[config.mk]
export PLATFORM = sky130hd
export DESIGN_NAME = bp_lce_port_concentrator
export DESIGN_NICKNAME = d
export VERILOG_FILES = /design/src/rtl/bp_top_pkg.sv /design/src/rtl/bp_lce_conc_chan.sv /design/src/rtl/bp_lce_port_concentrator.sv
export SDC_FILE = /design/constraint.sdc
export NUM_CORES = 1
export LEC_CHECK = 0
export ABC_AREA = 0
export CAP_MARGIN = 5
export CELL_PAD_IN_SITES_DETAIL_PLACEMENT = 1
export CELL_PAD_IN_SITES_GLOBAL_PLACEMENT = 2
export CORE_MARGIN = 3
export CORE_UTILIZATION = 34
export DETAILED_ROUTE_END_ITERATION = 10
export GPL_TIMING_DRIVEN = 0
export PLACE_DENSITY_LB_ADDON = 0.1
export SLEW_MARGIN = 20
export SYNTH_ARGS = -nofsm -noshare
export SYNTH_HDL_FRONTEND = slang
export SYNTH_SLANG_ARGS = --single-unit
[constraint.sdc]
create_clock -name clk_i -period 6.11 [get_ports clk_i]
set_input_delay 1.5275 -clock clk_i [delete_from_list [all_inputs] [get_ports clk_i]]
set_output_delay 1.5275 -clock clk_i [all_outputs]
set_load 0.02 [all_outputs]
[src/rtl/bp_top_pkg.sv]
// Shared types and configuration helpers for the LCE port concentrator.
// Command header layout: dst_id occupies the low lce_id_width bits of the message.
package bp_top_pkg;

    localparam int unsigned max_lce_gp = 16;

    typedef enum logic [1:0] {
        e_bp_default_cfg = 2'd0,
        e_bp_small_cfg   = 2'd1
    } bp_params_e;

    typedef enum logic [1:0] {
        e_conc_err_none     = 2'd0,
        e_conc_err_overflow = 2'd1,
        e_conc_err_credit   = 2'd2,
        e_conc_err_dst      = 2'd3
    } conc_err_e;

    function automatic int unsigned lce_id_width(bp_params_e cfg);
        case (cfg)
            e_bp_small_cfg: return 4;
            default:        return 5;
        endcase
    endfunction

    function automatic int unsigned lce_req_msg_width(bp_params_e cfg);
        case (cfg)
            e_bp_small_cfg: return 24;
            default:        return 32;
        endcase
    endfunction

    function automatic int unsigned lce_cmd_msg_width(bp_params_e cfg);
        case (cfg)
            e_bp_small_cfg: return 32;
            default:        return 40;
        endcase
    endfunction

endpackage

[src/rtl/bp_lce_conc_chan.sv]
// One concentrator channel: request FIFO (pointer + phase bit), credit counter, eligibility.
module bp_lce_conc_chan #(
    parameter int unsigned width_p   = 32,
    parameter int unsigned els_p     = 2,
    parameter int unsigned credits_p = 8,
    localparam int unsigned ptr_width_lp = $clog2(els_p),
    localparam int unsigned cnt_width_lp = $clog2(credits_p + 1)
) (
    input  logic                    clk_i,
    input  logic                    reset_n_i,
    input  logic                    push,
    input  logic [width_p-1:0]      push_data,
    input  logic                    pop,
    input  logic                    credit_dec,
    output logic                    ready,
    output logic [width_p-1:0]      head,
    output logic                    eligible,
    output logic [cnt_width_lp-1:0] credit_cnt
);

    localparam logic [ptr_width_lp-1:0] last_ptr_lp = ptr_width_lp'(els_p - 1);

    logic [width_p-1:0]      mem_q [els_p];
    logic [ptr_width_lp-1:0] rd_ptr_q, wr_ptr_q;
    logic                    rd_phase_q, wr_phase_q;
    logic [cnt_width_lp-1:0] cnt_q;
    logic                    empty, full;

    // Equal pointers: phase bits tell empty from full.
    assign empty = (rd_ptr_q == wr_ptr_q) && (rd_phase_q == wr_phase_q);
    assign full  = (rd_ptr_q == wr_ptr_q) && (rd_phase_q != wr_phase_q);

    assign ready      = ~full;
    assign head       = mem_q[rd_ptr_q];
    assign eligible   = ~empty && (32'(cnt_q) < credits_p);
    assign credit_cnt = cnt_q;

    always_ff @(posedge clk_i or negedge reset_n_i) begin
        if (!reset_n_i) begin
            rd_ptr_q   <= '0;
            wr_ptr_q   <= '0;
            rd_phase_q <= 1'b0;
            wr_phase_q <= 1'b0;
            cnt_q      <= '0;
        end else begin
            if (push) begin
                if (wr_ptr_q == last_ptr_lp) begin
                    wr_ptr_q   <= '0;
                    wr_phase_q <= ~wr_phase_q;
                end else begin
                    wr_ptr_q <= wr_ptr_q + ptr_width_lp'(1);
                end
            end
            if (pop) begin
                if (rd_ptr_q == last_ptr_lp) begin
                    rd_ptr_q   <= '0;
                    rd_phase_q <= ~rd_phase_q;
                end else begin
                    rd_ptr_q <= rd_ptr_q + ptr_width_lp'(1);
                end
            end
            if (pop && !credit_dec) begin
                cnt_q <= cnt_q + cnt_width_lp'(1);
            end else if (credit_dec && !pop) begin
                cnt_q <= cnt_q - cnt_width_lp'(1);
            end
        end
    end

    always_ff @(posedge clk_i) begin
        if (push) begin
            mem_q[wr_ptr_q] <= push_data;
        end
    end

endmodule

[src/rtl/bp_lce_port_concentrator.sv]
// Merges N LCE request channels onto one network port and demuxes commands by dst id.
// Optional per-channel grant counters on stat_o when BP_LCE_CONC_STATS_EN is defined.
module bp_lce_port_concentrator
    import bp_top_pkg::*;
#(
    parameter bp_params_e  bp_params_p = e_bp_default_cfg,
    parameter int unsigned num_lce_p   = 4,
    parameter int unsigned fifo_els_p  = 2,
    parameter int unsigned credits_p   = 8,
    localparam int unsigned lce_id_width_p       = lce_id_width(bp_params_p),
    localparam int unsigned lce_req_msg_width_lp = lce_req_msg_width(bp_params_p),
    localparam int unsigned lce_cmd_msg_width_lp = lce_cmd_msg_width(bp_params_p)
) (
    input  logic                                      clk_i,
    input  logic                                      reset_n_i,
    input  logic [lce_id_width_p-1:0]                 lce_id_base_i,
    input  logic [num_lce_p*lce_req_msg_width_lp-1:0] lce_req_i,
    input  logic [num_lce_p-1:0]                      lce_req_v_i,
    output logic [num_lce_p-1:0]                      lce_req_ready_then_o,
    output logic [lce_req_msg_width_lp-1:0]           lce_req_o,
    output logic                                      lce_req_v_o,
    input  logic                                      lce_req_ready_then_i,
    input  logic                                      credit_return_v_i,
    input  logic [lce_id_width_p-1:0]                 credit_return_id_i,
    input  logic [lce_cmd_msg_width_lp-1:0]           lce_cmd_i,
    input  logic                                      lce_cmd_v_i,
    output logic                                      lce_cmd_yumi_o,
    output logic [lce_cmd_msg_width_lp-1:0]           lce_cmd_o,
    output logic [num_lce_p-1:0]                      lce_cmd_v_o,
    input  logic [num_lce_p-1:0]                      lce_cmd_yumi_i,
    output logic                                      err_o,
    output logic [num_lce_p*32-1:0]                   stat_o
);

    localparam int unsigned ptr_width_lp = (num_lce_p > 1) ? $clog2(num_lce_p) : 1;
    localparam int unsigned cnt_width_lp = $clog2(credits_p + 1);

    logic                                           live_q;
    logic [num_lce_p-1:0]                           chan_ready, eligible, push, pop, credit_dec;
    logic [num_lce_p-1:0][lce_req_msg_width_lp-1:0] head;
    logic [num_lce_p-1:0][cnt_width_lp-1:0]         credit_cnt;
    logic [ptr_width_lp-1:0]                        rr_ptr_q, grant_idx;
    logic                                           grant_v, send;
    logic [lce_id_width_p-1:0]                      ret_idx, cmd_idx;
    logic [num_lce_p-1:0]                           cmd_hit;
    logic                                           cmd_in_range;
    logic                                           err_overflow, err_credit, err_dst;
    logic                                           err_q;
    conc_err_e                                      err_cause_q;

    // Holds every output at 0 until the first clock edge after reset release.
    always_ff @(posedge clk_i or negedge reset_n_i) begin
        if (!reset_n_i) live_q <= 1'b0;
        else            live_q <= 1'b1;
    end

    assign lce_req_ready_then_o = chan_ready & {num_lce_p{live_q}};
    assign push                 = lce_req_v_i & lce_req_ready_then_o;

    for (genvar k = 0; k < num_lce_p; k++) begin : g_chan
        bp_lce_conc_chan #(
            .width_p   (lce_req_msg_width_lp),
            .els_p     (fifo_els_p),
            .credits_p (credits_p)
        ) u_chan (
            .clk_i      (clk_i),
            .reset_n_i  (reset_n_i),
            .push       (push[k]),
            .push_data  (lce_req_i[k*lce_req_msg_width_lp +: lce_req_msg_width_lp]),
            .pop        (pop[k]),
            .credit_dec (credit_dec[k]),
            .ready      (chan_ready[k]),
            .head       (head[k]),
            .eligible   (eligible[k]),
            .credit_cnt (credit_cnt[k])
        );
    end

    // Round-robin: first eligible channel at or after the pointer.
    always_comb begin
        int unsigned cand;
        cand      = 0;
        grant_v   = 1'b0;
        grant_idx = '0;
        for (int unsigned i = 0; i < num_lce_p; i++) begin
            cand = 32'(rr_ptr_q) + i;
            if (cand >= num_lce_p) cand = cand - num_lce_p;
            if (!grant_v && eligible[cand]) begin
                grant_v   = 1'b1;
                grant_idx = ptr_width_lp'(cand);
            end
        end
    end

    assign send        = live_q && grant_v && lce_req_ready_then_i;
    assign lce_req_v_o = send;
    assign lce_req_o   = send ? head[grant_idx] : '0;

    always_comb begin
        pop = '0;
        if (send) pop[grant_idx] = 1'b1;
    end

    always_ff @(posedge clk_i or negedge reset_n_i) begin
        if (!reset_n_i) begin
            rr_ptr_q <= '0;
        end else if (send) begin
            rr_ptr_q <= (grant_idx == ptr_width_lp'(num_lce_p - 1))
                        ? '0 : grant_idx + ptr_width_lp'(1);
        end
    end

    // Ids are relative to the base, wrapping modulo 2^lce_id_width_p.
    assign ret_idx = credit_return_id_i - lce_id_base_i;
    assign cmd_idx = lce_cmd_i[lce_id_width_p-1:0] - lce_id_base_i;

    always_comb begin
        credit_dec = '0;
        cmd_hit    = '0;
        for (int unsigned k = 0; k < num_lce_p; k++) begin
            credit_dec[k] = live_q && credit_return_v_i
                            && (ret_idx == lce_id_width_p'(k)) && (credit_cnt[k] != '0);
            cmd_hit[k]    = (cmd_idx == lce_id_width_p'(k));
        end
    end

    assign cmd_in_range   = |cmd_hit;
    assign lce_cmd_o      = live_q ? lce_cmd_i : '0;
    assign lce_cmd_v_o    = (live_q && lce_cmd_v_i) ? cmd_hit : '0;
    assign lce_cmd_yumi_o = live_q && (cmd_in_range ? |(cmd_hit & lce_cmd_yumi_i) : lce_cmd_v_i);

    assign err_overflow = live_q && |(lce_req_v_i & ~lce_req_ready_then_o);
    assign err_credit   = live_q && credit_return_v_i && !(|credit_dec);
    assign err_dst      = live_q && lce_cmd_v_i && !cmd_in_range;

    always_ff @(posedge clk_i or negedge reset_n_i) begin
        if (!reset_n_i) begin
            err_q       <= 1'b0;
            err_cause_q <= e_conc_err_none;
        end else if (!err_q && (err_overflow || err_credit || err_dst)) begin
            err_q <= 1'b1;
            if (err_overflow)    err_cause_q <= e_conc_err_overflow;
            else if (err_credit) err_cause_q <= e_conc_err_credit;
            else                 err_cause_q <= e_conc_err_dst;
        end
    end

    assign err_o = err_q;

    a_err_cause: assert property (@(posedge clk_i) disable iff (!reset_n_i)
        err_q |-> (err_cause_q != e_conc_err_none));

`ifdef BP_LCE_CONC_STATS_EN
    logic [num_lce_p-1:0][31:0] stat_q;

    always_ff @(posedge clk_i or negedge reset_n_i) begin
        if (!reset_n_i) begin
            stat_q <= '0;
        end else begin
            for (int unsigned k = 0; k < num_lce_p; k++) begin
                if (pop[k] && (stat_q[k] != 32'hFFFF_FFFF)) stat_q[k] <= stat_q[k] + 32'd1;
            end
        end
    end

    assign stat_o = stat_q;
`else
    assign stat_o = '0;
`endif

endmodule

# ---- Word-level counts from Yosys, hierarchy flattened
# Memories as Yosys holds them, arrays and structs flattened.
# Index checks and enable logic that the tools add are counted.
dict set report classes {
  add_sub_neg 26
  magnitude_cmp 14
  n_eq_ne 19
  mux 54
  bitwise_logic 21
  n_reduce_logical 79
}
# op n
set ops {}
lappend ops {{32-bit two-way mux} 6}
lappend ops {{32-bit by 3-bit < comparator with 1-bit output, second input constant} 4}
lappend ops {{32-bit binary-select mux with 2-bit select} 1}
lappend ops {{1-bit logical AND} 41}
lappend ops {{4-bit two-way mux} 10}
lappend ops {{40-bit two-way mux} 1}
lappend ops {{1-bit two-way mux} 26}
lappend ops {{5-bit by 2-bit == test with 1-bit output, second input constant} 4}
lappend ops {{4-bit by 1-bit adder with 4-bit output, second input constant} 4}
lappend ops {{4-bit AND} 4}
lappend ops {{4-bit < comparator, second input constant} 4}
lappend ops {{1-bit inverter} 16}
lappend ops {{2-bit AND reduction} 8}
lappend ops {{4-bit nonzero test} 4}
lappend ops {{4-bit OR reduction} 4}
lappend ops {{4-bit by 1-bit subtractor with 4-bit output, second input constant} 4}
lappend ops {{1-bit logical NOT} 14}
lappend ops {{3-bit by 3-bit subtractor with 4-bit output, second input constant} 3}
lappend ops {{5-bit by 1-bit == test with 1-bit output, second input constant} 2}
lappend ops {{5-bit logical NOT} 2}
lappend ops {{2-bit two-way mux} 5}
lappend ops {{5-bit subtractor} 2}
lappend ops {{3-bit >= comparator, second input constant} 3}
lappend ops {{1-bit adder, second input constant} 8}
lappend ops {{other kinds (15)} 33}
dict set report totals {
  regBits 36
  ramBits 256
  inputBits 191
  output_inout_bits 211
  word_cells 240
  mem_count 4
}
# memory words word_bits rd rd_ports_with_merged_regs write_ports line
set mem_list {}
lappend mem_list {{g_chan[0].u_chan.mem_q} 2 32 1 0 1 bp_lce_conc_chan.sv:23} ;# logic [width_p-1:0] mem_q [els_p];
lappend mem_list {{g_chan[1].u_chan.mem_q} 2 32 1 0 1 bp_lce_conc_chan.sv:23}
lappend mem_list {{g_chan[2].u_chan.mem_q} 2 32 1 0 1 bp_lce_conc_chan.sv:23}
lappend mem_list {{g_chan[3].u_chan.mem_q} 2 32 1 0 1 bp_lce_conc_chan.sv:23}

# ---- Longest topological paths before layout
# Gate-level depths: netlist of the first run.
dict set report depth {
  word_depth 25
  depth_mapped 18
}

# ---- Modules after synthesis
# Synthesis of the first run repeated with hierarchy kept, for this count alone.
dict set report unflattened {
  cells_unflattened 1067
  hier_area_um2 14511.4
}
# mod n_inst cells_each area_per_inst_um2 seq_area_each_um2
set modules_own_cells {}
lappend modules_own_cells {bp_lce_conc_chan 4 144 2790.2 2122.0}
lappend modules_own_cells {bp_lce_port_concentrator 1 491 3350.7 100.1}

# ---- Worst setup path after synthesis of the first run
# OpenSTA, ideal clock, no wires.
dict set report synth_timing {
  path_kind {input to output}
  start {input lce_cmd_i[0]}
  end {output lce_cmd_v_o[0]}
  t_arrival_ns 3.464
  required_time_ns 4.582
  path_slack_ns 1.118
  path_stages 9
  path_cell_list {inv_1 > ha_1 > inv_1 > fa_1 > a21o_1 > a21oi_1 > mux2i_1 > o2111ai_1 > nor3b_1}
}
dict set report synth_via {
  elab_chain_len 3
}
# element line
set synth_lines {}
lappend synth_lines {{start: declaration} bp_lce_port_concentrator.sv:25} ;# input logic [lce_cmd_msg_width_lp-1:0] lce_cmd_i,
lappend synth_lines {{5-bit subtractor} bp_lce_port_concentrator.sv:115} ;# assign cmd_idx = lce_cmd_i[lce_id_width_p-1:0] - lce_id_base_i;
lappend synth_lines {{5-bit logical NOT} bp_lce_port_concentrator.sv:123} ;# cmd_hit[k] = (cmd_idx == lce_id_width_p'(k));
lappend synth_lines {{4-bit two-way mux} bp_lce_port_concentrator.sv:129} ;# assign lce_cmd_v_o = (live_q && lce_cmd_v_i) ? cmd_hit : '0;
lappend synth_lines {{end: declaration} bp_lce_port_concentrator.sv:29} ;# output logic [num_lce_p-1:0] lce_cmd_v_o,
# Every way passes these cells.

# ---- Final worst setup path of the first run
dict set report layout_timing {
  start {input lce_id_base_i[0]}
  end {output lce_cmd_v_o[2]}
}
dict set report layout_via {
  elab_chain_len 3
}
# element line
set layout_lines {}
lappend layout_lines {{start: declaration} bp_lce_port_concentrator.sv:16} ;# input logic [lce_id_width_p-1:0] lce_id_base_i,
lappend layout_lines {{5-bit subtractor} bp_lce_port_concentrator.sv:115}
lappend layout_lines {{5-bit by 2-bit == test with 1-bit output} bp_lce_port_concentrator.sv:123}
lappend layout_lines {{4-bit two-way mux} bp_lce_port_concentrator.sv:129}
# Every way passes these cells.

==> flow_metrics.env, run 1 <==
export IMPL_status="finished, final reports clean"
export IMPL_synth_flop_cell="edfxtp_1"
export IMPL_synth_distinct_cells=49
export IMPL_cts_tree="yes"
export IMPL_cts_root_buf="clkbuf_16"
export IMPL_num_io_pins=402
export IMPL_synthArstFlopShare_pct=12.3
export IMPL_min_period_over_period_pct=96.7
export IMPL_mappedNetlistArea_um2=13800
export IMPL_finalSetupViolCount=0
export IMPL_synth_simple_area_share_pct=6.02
export IMPL_final_common_cell="clkdlybuf4s50_1"
export IMPL_synth_cells=978
export IMPL_synth_compound_area_share_pct=4.59
export IMPL_h_tree_depth=1
export IMPL_via_count=8913
export IMPL_portBuffers=273
export IMPL_ys_warn_count=0
export IMPL_p_comb_share_pct=48.4
export IMPL_fillCellCount=4185
export IMPL_drt_first_pass_iters=5
export IMPL_ys_seq_elements=292
export IMPL_clk_latency_ns=0.56
export IMPL_grt_ovfl_total=0
export IMPL_p_leak_uw=0.00771
export IMPL_rsz0062_at_grt="no"
export IMPL_grt_usage_pct=18.5
export IMPL_setup_tns_ns=0
export IMPL_worstSetupPathType="primary input to primary output"
export IMPL_synth_edf_count=256
export IMPL_ir_drop_mv=0.384
export IMPL_p_clk_share_pct=20.4
export IMPL_grt_max_degree=25
export IMPL_yosysSeqAreaShare_pct=62.0
export IMPL_hp_class="register to register"
export IMPL_gp_congestion=0.784
export IMPL_synth_xor_area_share_pct=3.09
export IMPL_ant_nets=0
export IMPL_max_slew_worst_pin_slew_ns=0.964
export IMPL_powerDensity_nw_per_um2=472
export IMPL_dp_hpwl_um=31700
export IMPL_regArea_um2=8590
export IMPL_p_switching_uw=3480
export IMPL_die_h_um=208
export IMPL_synth_top_family_by_area="multiplexers"
export IMPL_design_core_area_um2=40000
export IMPL_crit_chain="clkdlybuf4s50_1, ha_1, inv_1, fa_1, a21o_1, a21oi_1, mux2i_1, o2111ai_1, inv_1, and3_1, clkdlybuf4s50_1"
export IMPL_numCtsBuffers=31
export IMPL_hold_viol=0
export IMPL_finalMaxSlewViolations=0
export IMPL_end_kind="primary output"
export IMPL_fin_cells=1974
export IMPL_swShare_pct=38.8
export IMPL_critical_path_max_stage_delay_ns=0.60
export IMPL_placed_cells=1913
export IMPL_area_growth_pct=37.3
export IMPL_drive_above_1_share_pct=15.7
export IMPL_layout_common_cells="clkdlybuf4s50_1, edfxtp_1, mux2i_1"
export IMPL_startpoint_type="primary input"
export IMPL_cp_max_fo=4
export IMPL_nets=1641
export IMPL_relSlewSlack_pct=35.8
export IMPL_dieArea_um2=43200
export IMPL_multi_input_area_um2=4510
export IMPL_pwr_share_seq_pct=31.2
export IMPL_cp_slowest_cell="clkdlybuf4s50_1"
export IMPL_clockBufferDepth=3
export IMPL_crit_required_ns=4.58
export IMPL_synthMuxAreaShare_pct=12.3
export IMPL_avgRoutedWirePerCell_um=20.8
export IMPL_die_w_um=208
export IMPL_synth_avg_cell_area_um2=14.2
export IMPL_fin_skew_ns=0.0112
export IMPL_cts_sinks=292
export IMPL_route_final_wire_length_um=41000
export IMPL_yosys_area_share_adder_pct=2.76
export IMPL_rows=73
export IMPL_holdWs_ns=0.489
export IMPL_grt_pass1_wl_um=60900
export IMPL_grt_pass1_vias=9621
export IMPL_final_min_clock_period_ns=5.91
export IMPL_drt_iter0_markers=353
export IMPL_drc_errors=0
export IMPL_antenna_found_initial=6
export IMPL_start_util_pct=34.6
export IMPL_max_freq_mhz=169
export IMPL_drv_cap=0
export IMPL_intPower_uw=5490
export IMPL_critPathArrivalTime_ns=4.38
export IMPL_clk_pin_slew_ns=0.06
export IMPL_vias_per_cell=4.52
-- cell families after synthesis --
logic type / Yosys count
DFF: 292
buffers and inverters: 189
and+or+nand+nor: 173
muxes: 168
AOI/OAI and AO/OA: 79
xor gates and xnor gates: 48
adders and majority gates: 27
other: 2
-- cells in the mapped netlist (2+ instances only) --
cell type | number | share of area [%]
a211oi_1 | 2 | 0.11
a21o_1 | 8 | 0.43
a21oi_1 | 15 | 0.54
a32o_1 | 32 | 2.3
and2_1 | 44 | 2.0
and3_1 | 5 | 0.23
buf_1 | 4 | 0.11
buf_2 | 8 | 0.29
buf_4 | 137 | 7.4
buf_6 | 5 | 0.41
clkbuf_1 | 12 | 0.33
conb_1 | 2 | 0.054
dfrtp_1 | 36 | 6.5
edfxtp_1 | 256 | 56
fa_1 | 6 | 0.87
ha_1 | 21 | 1.9
inv_1 | 22 | 0.60
mux2_2 | 5 | 0.41
mux2i_1 | 162 | 12
nand2_1 | 80 | 2.2
nand2b_1 | 2 | 0.090
nand3_1 | 5 | 0.18
nor2_1 | 20 | 0.54
nor2b_1 | 3 | 0.14
nor3_1 | 3 | 0.11
nor3b_1 | 3 | 0.16
nor4_1 | 4 | 0.18
o21ai_0 | 8 | 0.29
o21bai_1 | 2 | 0.11
o22ai_1 | 2 | 0.090
xnor2_1 | 29 | 1.8
xor2_1 | 18 | 1.1
-- area by class of cell --
type                    count  share of cell area, %
clock inverters            23                   1.01
diodes                      1                 0.0132
flip-flops and latches    292                   45.2
well taps                 525                   3.46
inverters                  23                  0.461
clock buffers              35                   4.16
repair buffers            285                   15.8
multi-input cells         624                   23.7
plain buffers             166                   6.23
-- sequential cells by signal (all words and copies together) (netlist names) --
register and flops:
err_o 1, g_chan.u_chan.rd_phase_q 4, g_chan.u_chan.wr_ptr_q 4, rr_ptr_q 2
g_chan.u_chan.wr_phase_q 4, g_chan.u_chan.mem_q 256, live_q 1, g_chan.u_chan.rd_ptr_q 4
g_chan.u_chan.credit_cnt 16
-- per-layer routing --
| metal | global-route usage, % | wire length [um] | vias to the layer above |
|---|---|---|---|
| li1 | - | - | 4198 |
| met1 | 23.3 | 17200 | 4387 |
| met2 | 33.2 | 20800 | 278 |
| met3 | 3.97 | 2440 | 40 |
| met4 | 2.77 | 466 | 10 |
| met5 | 0 | 69 | - |
-- worst max-delay path: cells and delay by family --
kind                       cells  cell delay, ns
adders and majority gates      2            0.58
AOI/OAI and AO/OA              3            0.60
buffers and inverters          4            1.27
muxes                          1            0.24
and+or+nand+nor                1            0.16
-- path summary, 6_finish.rpt --
| path | from | end | slack [ns] | cells after the start |
|---|---|---|---|---|
| setup / recovery | lce_id_base_i[0] | lce_cmd_v_o[2] | 0.20 | 11 |
| hold / removal | g_chan[2].u_chan.rd_phase_q$_DFFE_PN0P_ | g_chan[2].u_chan.rd_phase_q$_DFFE_PN0P_ | 0.49 | 1 |
| setup reg to reg | g_chan[0].u_chan.rd_ptr_q$_DFFE_PN0P_ | g_chan[3].u_chan.credit_cnt[3]$_DFFE_PN0P_ | 2.26 | 18 |
| hold reg to reg | g_chan[2].u_chan.rd_phase_q$_DFFE_PN0P_ | g_chan[2].u_chan.rd_phase_q$_DFFE_PN0P_ | 0.49 | 1 |
| max in group asynchronous | reset_n_i | g_chan[2].u_chan.wr_phase_q$_DFFE_PN0P_ | 4.75 | 2 |
| min in group asynchronous | reset_n_i | g_chan[3].u_chan.credit_cnt[0]$_DFFE_PN0P_ | 0.89 | 1 |
-- power groups by stage --
stage	clock, uW	combinational (uW)	sequential, uW
5_1_grt	1960	4720	2850
3_3_place_gp	0	4260	2840
4_1_cts	1880	4440	2800
6_report	1830	4340	2800
3_5_place_dp	0	4400	2840
2_1_floorplan	0	2760	2790
-- through the flow --
step / utilization (%) / total power [uW] / area [um^2] / setup slack, ns
floorplan: - / 5550 / 14300 / 1.12
CTS: 47.5 / 9120 / 19000 / 0.0956
detailed placement: 45.0 / 7240 / 18000 / -0.219
global placement: 44.3 / 7100 / 17700 / -0.240
finish: 47.5 / 8970 / 19000 / 0.201
global route: 47.5 / 9520 / 19000 / 0.0150
-- repair_timing --
action	4_1_cts	5_1_grt
buffers inserted	2	0
hold buffers	0	0
resized for setup	1	4
hold endpoints to repair	0	0
endpoints found under the setup margin	30	4
No activity file was read; power rests on OpenSTA's default activity.
==> run 2, diff against run 1 <==
--- a/config.mk
+++ b/config.mk
@@ -5,12 +5,11 @@
 export SDC_FILE = /design/constraint.sdc
 export NUM_CORES = 1
 export LEC_CHECK = 0
-export ABC_AREA = 0
-export CAP_MARGIN = 5
+export ABC_AREA = 1
 export CELL_PAD_IN_SITES_DETAIL_PLACEMENT = 1
 export CELL_PAD_IN_SITES_GLOBAL_PLACEMENT = 2
 export CORE_MARGIN = 3
-export CORE_UTILIZATION = 34
+export CORE_UTILIZATION = 32
 export DETAILED_ROUTE_END_ITERATION = 10
 export GPL_TIMING_DRIVEN = 0
 export PLACE_DENSITY_LB_ADDON = 0.1
==> run 2 against run 1 <==
Global-route usage fell by 0.11 points. Final area increased by 5.5%. Clock-buffer cell count increased by 5. Sequential share of layout area shrank 2.4 points. Die area is 12% higher. Setup slack better by 0.063 ns. Non-clock buffer count is 18 higher. Sequential cell count is the same. Clock skew barely moved. Power grew 19%. Synthesized cell count up 48%. Via count rose by 23%. Critical path type unchanged. Largest cell class unchanged. Highest routed layer unchanged.
==> flow_metrics.env, run 2 <==
export IMPL_nets=2116
export IMPL_yosysSeqAreaShare_pct=58.7
export IMPL_design_core_area_um2=44700
export IMPL_drt_first_pass_iters=5
export IMPL_numCtsBuffers=35
export IMPL_synthArstFlopShare_pct=12.3
export IMPL_p_comb_share_pct=54.4
export IMPL_synth_cells=1451
export IMPL_yosysTopAreaCellShare_pct=52.6
export IMPL_synth_distinct_cells=36
export IMPL_cts_hold_buf=0
export IMPL_via_count=11000
export IMPL_synth_xor_area_share_pct=1.91
export IMPL_dieArea_um2=48300
export IMPL_cts_tree="yes"
export IMPL_yosys_area_share_adder_pct=2.62
export IMPL_drive_above_1_share_pct=12.5
export IMPL_synthMuxAreaShare_pct=4.38
export IMPL_max_freq_mhz=171
export IMPL_ys_seq_elements=292
export IMPL_grt_max_degree=24
export IMPL_synth_flop_cell="edfxtp_1"
export IMPL_cts_sinks=292
export IMPL_grt_ovfl_total=0
export IMPL_synth_simple_area_share_pct=20.0
export IMPL_powerDensity_nw_per_um2=531
export IMPL_route_final_wire_length_um=45200
export IMPL_dp_hpwl_um=35100
export IMPL_p_switching_uw=4800
export IMPL_post_cts_resized=0
export IMPL_holdPathStages=1
export IMPL_yosys_top_cells_count="nand2_1, edfxtp_1, buf_4, nand3_1, inv_1"
export IMPL_relSlewSlack_pct=46.3
export IMPL_crit_required_ns=4.58
export IMPL_hp_class="register to register"
export IMPL_setup_tns_ns=0
export IMPL_die_h_um=220
export IMPL_final_common_cell="nand2_1"
export IMPL_startpoint_type="primary input"
export IMPL_drt_iter0_markers=544
export IMPL_pwr_share_seq_pct=25.6
export IMPL_hold_viol=0
export IMPL_end_kind="primary output"
export IMPL_mappedNetlistArea_um2=14600
export IMPL_area_growth_pct=37.1
export IMPL_intPower_uw=5850
export IMPL_reg2reg_depth=25
export IMPL_grt_pass1_vias=11600
export IMPL_cp_max_fo=5
export IMPL_regMostFlops="g_chan.u_chan.mem_q"
export IMPL_min_period_over_period_pct=95.7
export IMPL_p_leak_uw=0.00896
export IMPL_grt_pass1_wl_um=67200
export IMPL_worstSetupPathType="primary input to primary output"
export IMPL_final_min_clock_period_ns=5.85
export IMPL_clk_latency_ns=0.52
export IMPL_drc_errors=0
export IMPL_cts_root_buf="clkbuf_16"
export IMPL_ant_nets=0
export IMPL_grt_usage_pct=18.4
export IMPL_ir_drop_mv=0.321
export IMPL_avgRoutedWirePerCell_um=18.0
export IMPL_antenna_found_initial=2
export IMPL_rows=77
export IMPL_num_io_pins=402
export IMPL_finalMaxSlewViolations=0
export IMPL_rsz0062_at_grt="no"
export IMPL_p_clk_share_pct=20.0
export IMPL_die_w_um=220
export IMPL_start_util_pct=32.7
export IMPL_synth_edf_count=256
export IMPL_clockBufferDepth=3
export IMPL_clk_pin_slew_ns=0.06
export IMPL_finalSetupViolCount=0
export IMPL_postCtsSetupBuffers=0
export IMPL_drv_cap=0
export IMPL_synth_most_common_cell="nand2_1"
export IMPL_holdWs_ns=0.494
export IMPL_critPathArrivalTime_ns=4.32
export IMPL_max_slew_worst_pin_slew_ns=0.805
export IMPL_fin_skew_ns=0.0116
export IMPL_largest_register_ffs=256
export IMPL_synth_avg_cell_area_um2=10.1
export IMPL_portBuffers=273
export IMPL_ys_warn_count=0
export IMPL_swShare_pct=45.1
export IMPL_h_tree_depth=2
export IMPL_synthTopCellsByArea="edfxtp_1, nand2_1, buf_4, dfrtp_1, mux2i_1"
export IMPL_yosysTopAreaCell="edfxtp_1"
export IMPL_synth_top_family_by_area="simple AND/OR/NAND/NOR gates"
export IMPL_synth_compound_area_share_pct=0.967
export IMPL_gp_congestion=0.794
export IMPL_status="finished, final reports clean"
export IMPL_layout_common_cells="nand2_1, clkdlybuf4s50_1, edfxtp_1"
export IMPL_vias_per_cell=4.37
==> run 2: cell count changes in the layout (fill, tap and decap cells not counted), moves of 14 or more <==
cell / delta
nand2_1: +426
nand3_1: +119
mux2i_1: -98
inv_1: +77
and2_1: -44
nor2_1: +41
a32o_1: -32
xnor2_1: -19
clkbuf_1: +14
==> run 2: power groups by stage <==
stage | clock, uW | sequential [uW] | combinational, uW
6_report | 2130 | 2730 | 5800
5_1_grt | 2270 | 2760 | 6470
4_1_cts | 2190 | 2730 | 5950
3_5_place_dp | 0 | 2760 | 5910
3_3_place_gp | 0 | 2770 | 5740
2_1_floorplan | 0 | 2730 | 3660
==> run 2: path summary, 6_finish.rpt <==
kind                                                    startpoint                                          to  slack, ns
setup / recovery                                  lce_id_base_i[0]                              lce_cmd_yumi_o       0.26
hold / removal             g_chan[2].u_chan.wr_phase_q$_DFFE_PN0P_     g_chan[2].u_chan.wr_phase_q$_DFFE_PN0P_       0.49
setup reg to reg             g_chan[1].u_chan.rd_ptr_q$_DFFE_PN0P_  g_chan[3].u_chan.credit_cnt[3]$_DFFE_PN0P_       1.87
hold reg to reg            g_chan[2].u_chan.wr_phase_q$_DFFE_PN0P_     g_chan[2].u_chan.wr_phase_q$_DFFE_PN0P_       0.49
max in group asynchronous                                reset_n_i     g_chan[3].u_chan.wr_phase_q$_DFFE_PN0P_       4.61
min in group asynchronous                                reset_n_i  g_chan[0].u_chan.credit_cnt[3]$_DFFE_PN0P_       1.00
==> run 2: worst max-delay path, cell delays in order <==
cell and delay (ns):
clkdlybuf4s50_1 0.51, ha_1 0.15, inv_1 0.06, fa_1 0.40, nand3_1 0.09, nand2_1 0.06
xor2_1 0.19, nor4_1 0.41, nand2_1 0.09, nand4_1 0.12, nand2_1 0.05, nand2_1 0.06
clkdlybuf4s50_1 0.60
==> run 2: cell families after synthesis <==
group	Yosys count
flip-flops	292
AO/OA/AOI/OAI	25
AND/OR/NAND/NOR	720
multiplexers	64
adder cells (fa/ha/maj)	27
buffers and inverters	290
XOR/XNOR	31
other	2
==> run 2: per-layer routing <==
metal / vias up / track usage (%) / wire length [um] / share of wire [%]
met3: 57 / 2.95 / 2200 / 4.9
li1: 5410 / - / - / -
met1: 5278 / 22.3 / 18500 / 41
met4: 2 / 4.31 / 857 / 1.9
met5: - / 0 / 13 / 0.029
met2: 256 / 34.0 / 23600 / 52
==> run 2: metrics by stage <==
step / setup slack, ns / cells / power (uW) / utilization (%) / instance area [um^2]
2_1_floorplan: 1.50 / 1578 / 6380 / - / 15100
3_3_place_gp: 0.298 / 2443 / 8510 / 41.6 / 18600
3_5_place_dp: 0.224 / 2453 / 8670 / 42.2 / 18900
4_1_cts: 0.224 / 2515 / 10900 / 44.8 / 20000
5_1_grt: 0.0352 / 2516 / 11500 / 44.9 / 20100
6_report: 0.264 / 2516 / 10700 / 44.9 / 20100
==> run 2: cell type report <==
cell class | instances | area, um^2
fillers | 5087 | 24700
flip-flops and latches | 292 | 8590
multi-input cells | 996 | 4920
repair buffers | 283 | 2970
plain buffers | 186 | 1260
clock buffers | 40 | 937
well taps | 592 | 741
inverters | 104 | 393
clock inverters | 22 | 235
diodes | 1 | 2.50
